===== config.mk =====
export PLATFORM = sky130hd
export DESIGN_NAME = note_sequencer
export DESIGN_NICKNAME = d
export VERILOG_FILES = /design/src/rtl/note_seq_pkg.sv /design/src/rtl/note_sequencer_step_table.sv /design/src/rtl/note_sequencer.sv
export SDC_FILE = /design/constraint.sdc
export NUM_CORES = 1
export LEC_CHECK = 0
export ABC_CLOCK_PERIOD_IN_PS = 3600
export BUFFER_PORTS_ARGS = -buffer_cell sky130_fd_sc_hd__clkbuf_2
export CAP_MARGIN = 40
export CORE_AREA = 10 10 147 149
export DETAILED_ROUTE_END_ITERATION = 10
export DIE_AREA = 0 0 157 159
export GPL_ROUTABILITY_DRIVEN = 0
export GPL_TIMING_DRIVEN = 0
export PLACE_DENSITY_LB_ADDON = 0.12
export REMOVE_ABC_BUFFERS = 1
export SETUP_SLACK_MARGIN = 0.1
export SLEW_MARGIN = 40
export SYNTH_ARGS = -nofsm -noshare
export SYNTH_HDL_FRONTEND = slang
export SYNTH_SLANG_ARGS = --single-unit

===== constraint.sdc =====
create_clock -name clk -period 3.6 [get_ports clk]
set_input_delay 0.72 -clock clk [delete_from_list [all_inputs] [get_ports clk]]
set_output_delay 0.72 -clock clk [all_outputs]
set_load 0.01 [all_outputs]

===== src/rtl/note_seq_pkg.sv =====
// note_seq_pkg: shared types and constants for the note sequencer.
//   state_t   - sequencer FSM states
//   phase_t   - which generator register the current write targets
//   NOTE_ADDR_DEF / VOL_ADDR_DEF - default generator register addresses
//   *_MSB / *_LSB - bit fields of a 10-bit step-table entry {volume, note}
package note_seq_pkg;

    typedef enum logic [2:0] {
        IDLE,
        SETUP,
        STROBE,
        HOLD,
        WAIT
    } state_t;

    typedef enum logic {
        NOTE,
        VOL
    } phase_t;

    localparam logic [2:0] NOTE_ADDR_DEF = 3'd0;
    localparam logic [2:0] VOL_ADDR_DEF  = 3'd1;

    localparam int ENTRY_W  = 10;
    localparam int VOL_MSB  = 9;
    localparam int VOL_LSB  = 5;
    localparam int NOTE_MSB = 4;
    localparam int NOTE_LSB = 0;

endpackage


===== src/rtl/note_sequencer_step_table.sv =====
// step_table: DEPTH x ENTRY_W register file holding {volume, note} steps.
//   clk, rst   - clock, synchronous active-high clear of every entry
//   en         - clock enable; writes are ignored while low
//   we, wr_idx, wr_data - synchronous write port
//   rd_idx, rd_data     - combinational read port (returns pre-write contents
//                         in the cycle of a same-index write)
module step_table
    import note_seq_pkg::*;
#(
    parameter int DEPTH = 16
) (
    input  logic                     clk,
    input  logic                     rst,
    input  logic                     en,
    input  logic                     we,
    input  logic [$clog2(DEPTH)-1:0] wr_idx,
    input  logic [ENTRY_W-1:0]       wr_data,
    input  logic [$clog2(DEPTH)-1:0] rd_idx,
    output logic [ENTRY_W-1:0]       rd_data
);

    logic [ENTRY_W-1:0] mem [DEPTH];

    always_ff @(posedge clk) begin
        if (rst) begin
            for (int i = 0; i < DEPTH; i++) begin
                mem[i] <= '0;
            end
        end else if (en && we) begin
            mem[wr_idx] <= wr_data;
        end
    end

    assign rd_data = mem[rd_idx];

endmodule


===== src/rtl/note_sequencer.sv =====
// note_sequencer: plays a step table into signal_generator's register port.
// Each tempo step issues two register writes (note, then volume), each made
// of one setup cycle, STROBE_LEN strobe cycles and one hold cycle.
//   clk, rst     - clock, synchronous active-high reset
//   en           - clock enable; all state and outputs hold while low
//   load_we, load_idx, load_data - step-table write port ({vol, note})
//   run          - level; play while high, stop after the current burst
//   seq_len      - index of the last step before wrapping to 0
//   tempo        - step period is (tempo+1)*PRESCALE cycles
//   write_strobe, address, data - generator register-write port
//   busy         - high whenever the FSM is not IDLE
//   step_idx     - step currently playing
//   step_pulse   - one-cycle pulse in the first cycle of each burst
module note_sequencer
    import note_seq_pkg::*;
#(
    parameter int         DEPTH      = 16,
    parameter int         STROBE_LEN = 2,
    parameter int         PRESCALE   = 4,
    parameter logic [2:0] NOTE_ADDR  = NOTE_ADDR_DEF,
    parameter logic [2:0] VOL_ADDR   = VOL_ADDR_DEF
) (
    input  logic                     clk,
    input  logic                     rst,
    input  logic                     en,
    input  logic                     load_we,
    input  logic [$clog2(DEPTH)-1:0] load_idx,
    input  logic [ENTRY_W-1:0]       load_data,
    input  logic                     run,
    input  logic [$clog2(DEPTH)-1:0] seq_len,
    input  logic [7:0]               tempo,
    output logic                     write_strobe,
    output logic [2:0]               address,
    output logic [4:0]               data,
    output logic                     busy,
    output logic [$clog2(DEPTH)-1:0] step_idx,
    output logic                     step_pulse
);

    localparam int IDX_W  = $clog2(DEPTH);
    localparam int CNT_W  = $clog2(256 * PRESCALE);
    localparam int SCNT_W = (STROBE_LEN > 1) ? $clog2(STROBE_LEN) : 1;
    localparam int FLD_W  = VOL_MSB - VOL_LSB + 1;

    function automatic logic [CNT_W-1:0] sat_dec(input logic [CNT_W-1:0] v);
        return (v == '0) ? '0 : v - CNT_W'(1);
    endfunction

    // Counter reload value: one less than the step period, so the counter
    // reaches zero in the last cycle of the period.
    function automatic logic [CNT_W-1:0] period_last(input logic [7:0] t);
        return CNT_W'((32'(t) + 32'd1) * 32'(PRESCALE) - 32'd1);
    endfunction

    state_t            state, state_n;
    phase_t            phase, phase_n;
    logic [SCNT_W-1:0] scnt, scnt_n;
    logic [CNT_W-1:0]  cnt, cnt_n;
    logic [CNT_W-1:0]  period, period_n;
    logic [IDX_W-1:0]  idx_n, next_idx, rd_idx;
    logic [FLD_W-1:0]  vol_q, vol_n;
    logic [ENTRY_W-1:0] rd_data;
    logic              strobe_n, pulse_n, start;
    logic [2:0]        addr_n;
    logic [4:0]        data_n;

    step_table #(
        .DEPTH (DEPTH)
    ) u_table (
        .clk     (clk),
        .rst     (rst),
        .en      (en),
        .we      (load_we),
        .wr_idx  (load_idx),
        .wr_data (load_data),
        .rd_idx  (rd_idx),
        .rd_data (rd_data)
    );

    // The table is read for the step about to start: step 0 from IDLE,
    // otherwise the successor of the current step. Using >= lets a seq_len
    // lowered below the playing index wrap straight back to 0.
    always_comb begin
        next_idx = (step_idx >= seq_len) ? '0 : step_idx + IDX_W'(1);
        rd_idx   = (state == IDLE) ? '0 : next_idx;
    end

    always_comb begin
        state_n  = state;
        phase_n  = phase;
        scnt_n   = scnt;
        cnt_n    = sat_dec(cnt);
        period_n = period;
        idx_n    = step_idx;
        vol_n    = vol_q;
        strobe_n = 1'b0;
        addr_n   = address;
        data_n   = data;
        pulse_n  = 1'b0;
        start    = 1'b0;

        unique case (state)
            IDLE: begin
                if (run) begin
                    // tempo is captured only here; later steps reuse it
                    period_n = period_last(tempo);
                    start    = 1'b1;
                end
            end
            SETUP: begin
                state_n  = STROBE;
                strobe_n = 1'b1;
                scnt_n   = SCNT_W'(STROBE_LEN - 1);
            end
            STROBE: begin
                if (scnt == '0) begin
                    state_n = HOLD;
                end else begin
                    scnt_n   = scnt - SCNT_W'(1);
                    strobe_n = 1'b1;
                end
            end
            HOLD: begin
                if (phase == NOTE) begin
                    phase_n = VOL;
                    state_n = SETUP;
                    addr_n  = VOL_ADDR;
                    data_n  = vol_q;
                end else begin
                    state_n = WAIT;
                end
            end
            WAIT: begin
                if (!run) begin
                    state_n = IDLE;
                end else if (cnt == '0) begin
                    start = 1'b1;
                end
            end
            default: begin
                state_n = IDLE;
            end
        endcase

        // Burst start: the note goes out immediately, so only the volume
        // field needs holding until the second write.
        if (start) begin
            state_n = SETUP;
            phase_n = NOTE;
            idx_n   = rd_idx;
            vol_n   = rd_data[VOL_MSB:VOL_LSB];
            addr_n  = NOTE_ADDR;
            data_n  = rd_data[NOTE_MSB:NOTE_LSB];
            pulse_n = 1'b1;
            cnt_n   = period_n;
        end
    end

    always_ff @(posedge clk) begin
        if (rst) begin
            state        <= IDLE;
            phase        <= NOTE;
            scnt         <= '0;
            cnt          <= '0;
            period       <= '0;
            vol_q        <= '0;
            step_idx     <= '0;
            write_strobe <= 1'b0;
            address      <= '0;
            data         <= '0;
            busy         <= 1'b0;
            step_pulse   <= 1'b0;
        end else if (en) begin
            state        <= state_n;
            phase        <= phase_n;
            scnt         <= scnt_n;
            cnt          <= cnt_n;
            period       <= period_n;
            vol_q        <= vol_n;
            step_idx     <= idx_n;
            write_strobe <= strobe_n;
            address      <= addr_n;
            data         <= data_n;
            busy         <= (state_n != IDLE);
            step_pulse   <= pulse_n;
        end
    end

endmodule


* Word level (Yosys, flattened, before mapping) *
Memories as Yosys holds them, arrays and structs flattened.
Index checks and enable logic that the tools add are counted.
W data, S select, Z words.

word-level totals
  bits in registers = 45
  RAM bits = 160
  bits of input ports = 31
  output and inout bits = 15
  logic and storage cells = 71
  memories kept = 1

operators by class
  $add $sub $neg = 5
  magnitude comparators = 1
  equality and inequality tests = 5
  multiplexer cells = 36
  reductions and logical operators = 11

memories
  memory       depth  width  rd ports  clocked after memory_dff  write ports  line                             text
  u_table.mem  16     10     1         0                         16           note_sequencer_step_table.sv:22  logic [ENTRY_W-1:0] mem [DEPTH];

operator list
  cell                     number
  $mux W10                 5
  $mux W3                  7
  $sub A10 B1 Y10 const B  2
  $mux W5                  3
  $pmux W3 S5              1
  $mux W1                  14
  $mux W4                  3
  $logic_not A10 Y1        1
  $reduce_or A10 Y1        1
  $add A8 B1 Y8 const B    1
  $eq A3 B2 Y1 const B     2
  $pmux W1 S2              3
  $reduce_and A2 Y1        3
  $add A4 B1 Y4 const B    1
  $ge A4 B4 Y1             1
  $reduce_bool A2 Y1       2
  $eq A3 B1 Y1 const B     1
  $eq A3 B3 Y1 const B     1
  $logic_not A3 Y1         1
  $reduce_and A3 Y1        1
  $reduce_bool A3 Y1       1
  $ne A2 B1 Y1 const B     1
  $logic_and A1 B1 Y1      1
  $sub A1 B1 Y1 const B    1

* Longest topological paths before layout *
Gate-level depths: netlist of the first run.

  depth after elaboration = 6
  mapped depth = 13

* Cells and area by module *
Synthesis of the first run repeated with hierarchy kept, for this count alone.

unflattened totals
  cell total of the unflattened synthesis = 846
  area total of the unflattened synthesis = 9735.6 um^2

by module, submodules not included
  module          times used  cells an instance  area an instance (um^2)  seq. area each (um^2)
  step_table      1           501                7096.8                   4804.6
  note_sequencer  1           345                2638.8                   860.8

* Least setup slack after synthesis of the first run *
OpenSTA, ideal clock, no wires.

  path kind = reg2reg
  start = reg step_idx[0]
  end = reg data[1]
  setup time = 0.115 ns
  arrival time = 3.100 ns
  required time = 3.485 ns
  path slack = 0.386 ns
  stages on the path, launching flop included = 13
  path buffers = 3
  clock period less this slack = 3.214 ns
  cell sequence = dfxtp_1 > buf_2 > clkinv_1 > clkbuf_8 > ha_1 > or3b_1 > o2111a_1 > buf_6 > or3_1 > mux4_2 > nand3_1 > nand4_1 > o21a_1

between the ends
  cells in the longest elaborated chain, start to end = 5
  elaborated cells between the ends (all ways) = 6

RTL lines
  what                                           line                   text
  from (decl)                                    note_sequencer.sv:36   output logic [$clog2(DEPTH)-1:0] step_idx,
  from (signal assigned)                         note_sequencer.sv:180  step_idx <= idx_n;
  $add A4 B1 Y4 or $ge A4 B4 Y1 (tied branches)  note_sequencer.sv:84   next_idx = (step_idx >= seq_len) ? '0 : step_idx + IDX_W'(1);
  $mux W4 (*)                                    note_sequencer.sv:84
  $mux W4 (*)                                    note_sequencer.sv:85   rd_idx = (state == IDLE) ? '0 : next_idx;
  $mem_v2 Z16 W10 (*)                            n/a
  $mux W5 (*)                                    note_sequencer.sv:147  if (start) begin
  to (signal assigned)                           note_sequencer.sv:183  data <= data_n;
  to (decl)                                      note_sequencer.sv:34   output logic [4:0] data,

Mark *: on every way between the ends. The rest lies on a longest branch, timed or not.
A chain may end at the register's enable or synchronous reset.

* Worst setup path in the final report of the first run *
  start = reg step_idx[0]
  end = reg data[4]

The elaborated chain is that of the path after synthesis.

==> results.ini, run 1 <==
[synthesis]
ys_top_cells_by_count=and2_1, edfxtp_1, nor2_1, clkbuf_1
ys_ff_latch=203
synthMuxAreaShare_pct=6.45
synth_fa_ha_area_share_pct=0.990
synth_area_leader_cell=edfxtp_1
synth_top_family_by_area=simple AND/OR/NAND/NOR gates
yosysWarningCount=0
synth_area_mm2=0.0101
postSynthAreaPerCell_um2=11.3
synth_area_leaders=edfxtp_1, and2_1, dfxtp_1, mux4_2, nor2_1
yosysMostFrequentCell=and2_1
netlist_instances=897
synth_compound_area_share_pct=10.6
synth_ff_type=edfxtp_1
synth_xor_area_share_pct=0.940
synth_simple_gate_area_share_pct=21.1
async_flop_share_pct=0
netlist.area_leader.share_pct=47.5
ys_seq_area_share_pct=56.0
synth-edff-count=160
ys_types=73

[grt]
antenna_found_initial=0
grt_pass1_vias=6869
grt_usage_pct=20.1
grt_max_degree=64
grt_pass1_wl_um=39800
grt-ovfl-total=0

[finish]
final_net_count=943
seq_area_mm2=0.00567
multiInputGateArea_mm2=0.00418
fillers=1488
drive_above_1_share_pct=15.3
area_growth_pct=10.5

[power_and_ir_drop]
p_clk_share_pct=39.2
p_sw_mw=1.40
leakage_nw=3.94
p_per_area_mw_per_mm2=504
pwr-share-seq_pct=48.5
ir_drop_mv=0.396
power_frac_comb_pct=12.2
p_int_mw=4.22
swShare_pct=24.9

[critical_path]
path_depth=9
r2r-end=data[4]$_SDFFE_PP0P_
r2r_cells=9
cp-endpoint=data[4]$_SDFFE_PP0P_
worstPathRequired_ns=4.02
slowest_stage=or3_1
startpoint_type=flip-flop
path_delay_family=simple AND/OR/NAND/NOR gates
path_buf_inv=1
critPathMaxFanout=17
critPathKind=flip-flop to flip-flop
slowest_delay_ns=0.48
crit_start=step_idx[0]$_SDFFE_PP0P_
arrival_ns=3.59
cp-end-kind=flip-flop
r2r-start=step_idx[0]$_SDFFE_PP0P_
crit_path_cell_trace=clkinv_4 -> ha_1 -> or3b_1 -> o2111ai_1 -> nand3_4 -> or3_1 -> o22ai_1 -> o31ai_1 -> a31oi_1
r2r_setup_slack_ns=0.43

[routing]
ant_nets=0
drc=0
wirelength_um=25600
viasPerCell=6.09
vias=7025
drt-wirelength-per-cell_um=22.2
dr.pass1.iters=5
drt-initial-drc-count=615

[floorplanning]
die_x_um=157
io_pins=46
fp.coreArea_mm2=0.0186
start_util_pct=54.4
dieArea_mm2=0.0250
dieHeight_um=159
rows=50

[timing]
relSlewSlack_pct=45.6
finalSetupViolCount=0
tns_ns=0
max_freq_mhz=315
hold_slack_ns=0.463
rsz0062_at_grt=false
period_minus_slack_ns=3.17
finalCritPeriodShare_pct=88.1
finalHoldViolCount=0
worst_pin_slew_ns=0.816
finClkSkew_ns=0.0163
slew_violations=0

[outcome]
status=complete, no violations

[placed_design]
io_buffers=43
hpwl_um=17200

[clock_network]
cts_tree=done
root_buffer=clkbuf_16
clk_latency_ns=0.51
hold_buffers=0
htreeDepth=1
cts_buffer_depth=3
clk_pin_slew_ns=0.06
cts.sinks=203
cts_buffers=22

[worst_hold_path]
hold_path.class=flip-flop to flip-flop

[flow_run]
drv_cap=0

worst min path at each step:
stage	startpoint	endpoint	slack (ns)	cells after the start
6_report	period[1]$_SDFFE_PP0P_	period[1]$_SDFFE_PP0P_	0.46	2
5_1_grt	period[2]$_SDFFE_PP0P_	period[2]$_SDFFE_PP0P_	0.48	2
4_1_cts	period[2]$_SDFFE_PP0P_	period[2]$_SDFFE_PP0P_	0.46	2
3_5_place_dp	period[2]$_SDFFE_PP0P_	period[2]$_SDFFE_PP0P_	0.46	2
3_3_place_gp	period[4]$_SDFFE_PP0P_	period[4]$_SDFFE_PP0P_	0.44	2
2_1_floorplan	period[2]$_SDFFE_PP0P_	period[2]$_SDFFE_PP0P_	0.43	2
area by class of cell:
type	count	area share, %
inverter	10	0.381
multi-input combinational	619	37.5
antenna	1	0.0224
timing repair buffer	48	2.58
clock inverter	7	0.728
tap	234	2.62
clock buffer	32	5.46
sequential	203	50.8
flip-flops by register name, indices dropped and copies added, names as in the netlist, 3 cells and up:
name	flops
period	10
cnt	10
u_table.mem	160
step_idx	4
data	5
vol_q	5
state	3
cell usage in the layout, fill, tap and decap left out, drive strengths merged, types with 5 or more instances in the layout:
| cell type | instances |
|---|---|
| nand4 | 8 |
| edfxtp | 160 |
| a31oi | 6 |
| nor4 | 5 |
| inv | 9 |
| a22oi | 6 |
| o32ai | 5 |
| o211ai | 5 |
| a221oi | 5 |
| or3 | 15 |
| clkbuf | 75 |
| dfxtp | 43 |
| nand3b | 5 |
| nand3 | 17 |
| xnor2 | 5 |
| nor2 | 74 |
| a211oi | 6 |
| mux4 | 15 |
| o31ai | 10 |
| nor3 | 24 |
| clkinv | 6 |
| o21ai | 40 |
| ha | 8 |
| or2 | 18 |
| mux2i | 22 |
| nand2b | 6 |
| mux2 | 8 |
| buf | 5 |
| xor2 | 5 |
| o21a | 7 |
| nand2 | 43 |
| a21oi | 42 |
| and2 | 163 |
through the flow:
stage	worst slack [ns]	total power [mW]	utilization, %	area [um2]	cells
2_1_floorplan	-0.838	3.19	-	9760	832
3_5_place_dp	-0.925	3.43	55.6	10300	1109
3_3_place_gp	-2.48	3.40	55.3	10300	1109
4_1_cts	0.0930	5.63	59.7	11100	1150
6_report	0.430	5.63	60.1	11200	1154
5_1_grt	0.296	5.84	60.1	11200	1153
layer usage:
layer | share of wire [%] | vias up | track usage [%]
met5 | 0 | - | 0
met1 | 43 | 3444 | 27.3
met3 | 7.2 | 38 | 4.02
met4 | 2.1 | 0 | 4.81
li1 | - | 3287 | -
met2 | 48 | 256 | 32.3
timing repair:
item / 4_1_cts / 5_1_grt
setup buffers: 2 / 3
setup endpoints to repair: 14 / 9
cloned: 0 / 0
pin swaps: 1 / 0
resized for setup: 6 / 4
worst reg2reg max path, stage by stage (launching register included):
cell	delay [ns]
dfxtp_4	0.38
clkinv_4	0.16
ha_1	0.32
or3b_1	0.37
o2111ai_1	0.34
nand3_4	0.30
or3_1	0.48
o22ai_1	0.35
o31ai_1	0.18
a31oi_1	0.21
power groups by stage:
stage | clock network [mW] | registers [mW] | logic, mW
5_1_grt | 2.34 | 2.74 | 0.759
3_3_place_gp | 0 | 2.78 | 0.626
3_5_place_dp | 0 | 2.79 | 0.649
6_report | 2.21 | 2.73 | 0.689
4_1_cts | 2.22 | 2.73 | 0.671
2_1_floorplan | 0 | 2.76 | 0.423
kinds of logic after synthesis:
family / after synthesis
flip-flops: 203
AO/OA/AOI/OAI: 163
adder cells (fa/ha/maj): 8
other: 1
buffers and inverters: 76
AND/OR/NAND/NOR: 391
XOR/XNOR: 10
multiplexers: 45
No activity file was read; power rests on OpenSTA's default activity.
==> run 2: changes to the inputs <==
- CELL_PAD_IN_SITES_DETAIL_PLACEMENT: default -> 0
- CELL_PAD_IN_SITES_GLOBAL_PLACEMENT: default -> 2
- CORE_AREA: 10 10 147 149 -> 10 10 167 169
- DIE_AREA: 0 0 157 159 -> 0 0 177 179
==> run 2 against run 1 <==
Die area up 27%. Final cell count up 8.9%. Via count is 1.4% lower. Critical path type unchanged. Highest routed layer unchanged.
==> results.ini, run 2 (same netlist as run 1, synthesis figures left out) <==
[outcome]
status=complete, no violations

[critical_path]
crit_start=step_idx[3]$_SDFFE_PP0P_
arrival_ns=3.72
slowest_delay_ns=0.80
critPathKind=flip-flop to flip-flop
r2r_setup_slack_ns=0.33
slowest_stage=a211oi_1
cp-endpoint=vol_q[2]$_SDFFE_PP0P_
path_depth=7
cp-end-kind=flip-flop
crit_path_cell_trace=ha_1 -> a211oi_1 -> nand2_4 -> a21oi_4 -> o32ai_1 -> a221oi_1 -> o31a_1
critPathMaxFanout=16
r2r-start=step_idx[3]$_SDFFE_PP0P_
path_delay_family=compound AO/OA/AOI/OAI gates
r2r_cells=7
startpoint_type=flip-flop
r2r-end=vol_q[2]$_SDFFE_PP0P_
path_buf_inv=0
worstPathRequired_ns=4.05

[finish]
area_growth_pct=12.9
multiInputGateArea_mm2=0.00418
seq_area_mm2=0.00567
regMostFlops=u_table.mem
final_cell_mix=and2_1, edfxtp_1, nor2_1
final_net_count=949
fillers=2291
drive_above_1_share_pct=16.6
largest_reg_flops=160
postLayoutCellArea_mm2=0.0114
reg.largest.list=u_table.mem x160, cnt x10, period x10
mostFrequentLayoutCell=and2_1

[timing]
finalCritPeriodShare_pct=90.9
finalHoldViolCount=0
slew_violations=0
period_minus_slack_ns=3.27
tns_ns=0
worst_pin_slew_ns=0.916
finClkSkew_ns=0.0120
finalSetupViolCount=0
rsz0062_at_grt=false
max_freq_mhz=306
relSlewSlack_pct=38.6

[floorplanning]
die_x_um=177
io_pins=46
dieHeight_um=179
fp.coreArea_mm2=0.0247
dieArea_mm2=0.0317
start_util_pct=40.9
rows=58

[clock_network]
cts_buffer_depth=3
hold_buffers=0
cts_buffers=24
htreeDepth=1
root_buffer=clkbuf_16
clk_latency_ns=0.51
cts_tree=done
cts.sinks=203
clk_pin_slew_ns=0.06

[routing]
drt-initial-drc-count=493
vias=6929
wirelength_um=27400
drt-wirelength-per-cell_um=21.8
drc=0
dr.pass1.iters=5
viasPerCell=5.51
ant_nets=0

[grt]
grt_pass1_vias=6974
grt-ovfl-total=0
grt_max_degree=64
antenna_found_initial=0
grt_pass1_wl_um=42000
grt_usage_pct=17.2

[power_and_ir_drop]
p_sw_mw=1.47
swShare_pct=25.1
leakage_nw=4.01
ir_drop_mv=0.274
power_frac_comb_pct=12.0
pwr-share-seq_pct=46.7
p_per_area_mw_per_mm2=513
p_int_mw=4.38
p_clk_share_pct=41.3

[placed_design]
hpwl_um=18900
io_buffers=43
place_area_mm2=0.0105

[flow_run]
drv_cap=0

[worst_hold_path]
hold_path.class=flip-flop to flip-flop

==> run 2: changes by cell type in the layout (fill, tap and decap cells not counted), moves of 2 or more <==
cell | previous run | this run
buf_4 | 3 | 6
clkbuf_1 | 9 | 1
clkbuf_16 | 23 | 25
clkinv_1 | 3 | 5
clkinv_2 | 2 | 7
==> run 2: metal layers <==
metal  share of wire, %  up-vias  routed length (um)  track usage [%]
met4                2.5        0                 692             5.18
met5                  0        -                   0                0
li1                   -     3288                   -                -
met1                 45     3427               12400             23.0
met2                 48      168               13000             28.7
met3                4.4       46                1190             2.23
==> run 2: worst reg2reg max path, stage by stage, from the launching register on <==
cell	delay [ns]
dfxtp_1	0.59
ha_1	0.37
a211oi_1	0.80
nand2_4	0.30
a21oi_4	0.32
o32ai_1	0.14
a221oi_1	0.50
o31a_1	0.20
==> run 2: worst min path at each step <==
| stage | slack [ns] | cells past startpoint | from | endpoint |
|---|---|---|---|---|
| 2_1_floorplan | 0.43 | 2 | period[2]$_SDFFE_PP0P_ | period[2]$_SDFFE_PP0P_ |
| 3_3_place_gp | 0.45 | 2 | period[1]$_SDFFE_PP0P_ | period[1]$_SDFFE_PP0P_ |
| 3_5_place_dp | 0.45 | 2 | period[1]$_SDFFE_PP0P_ | period[1]$_SDFFE_PP0P_ |
| 4_1_cts | 0.47 | 2 | period[4]$_SDFFE_PP0P_ | period[4]$_SDFFE_PP0P_ |
| 5_1_grt | 0.49 | 2 | period[4]$_SDFFE_PP0P_ | period[4]$_SDFFE_PP0P_ |
| 6_report | 0.46 | 2 | period[4]$_SDFFE_PP0P_ | period[4]$_SDFFE_PP0P_ |
==> run 2: per-stage QoR <==
stage / total power, mW / util, % / worst slack (ns) / cells / hold slack [ns]
after CTS: 5.89 / 45.8 / 0.149 / 1252 / 0.465
after global routing: 6.08 / 46.1 / 0.190 / 1256 / 0.489
after global placement: 3.43 / 42.0 / -2.69 / 1205 / 0.446
after detailed placement: 3.46 / 42.4 / -1.14 / 1206 / 0.454
final: 5.85 / 46.1 / 0.328 / 1257 / 0.464
after floorplan: 3.19 / - / -0.838 / 832 / 0.430
==> run 2: power by group through the flow <==
stage | Sequential, mW | Clock [mW] | Combinational, mW
3_5_place_dp | 2.79 | 0 | 0.670
6_report | 2.73 | 2.42 | 0.703
4_1_cts | 2.73 | 2.46 | 0.696
5_1_grt | 2.74 | 2.56 | 0.780
3_3_place_gp | 2.78 | 0 | 0.653
2_1_floorplan | 2.76 | 0 | 0.423
==> run 2: repair_timing <==
action                     4_1_cts  5_1_grt
buffers inserted                 4        4
setup endpoints to repair       14       10
hold endpoints to repair         0        0
gates resized for setup          6        4
pin swaps                        1        0
==> run 2: area by class of cell <==
| cell class | count | area share (%) |
|---|---|---|
| antenna | 1 | 0.0219 |
| sequential | 203 | 49.7 |
| timing repair buffer | 52 | 2.82 |
| tap | 330 | 3.62 |
| clock buffer | 26 | 5.51 |
| inverter | 10 | 0.373 |
| clock inverter | 16 | 1.33 |
| multi-input combinational | 619 | 36.7 |
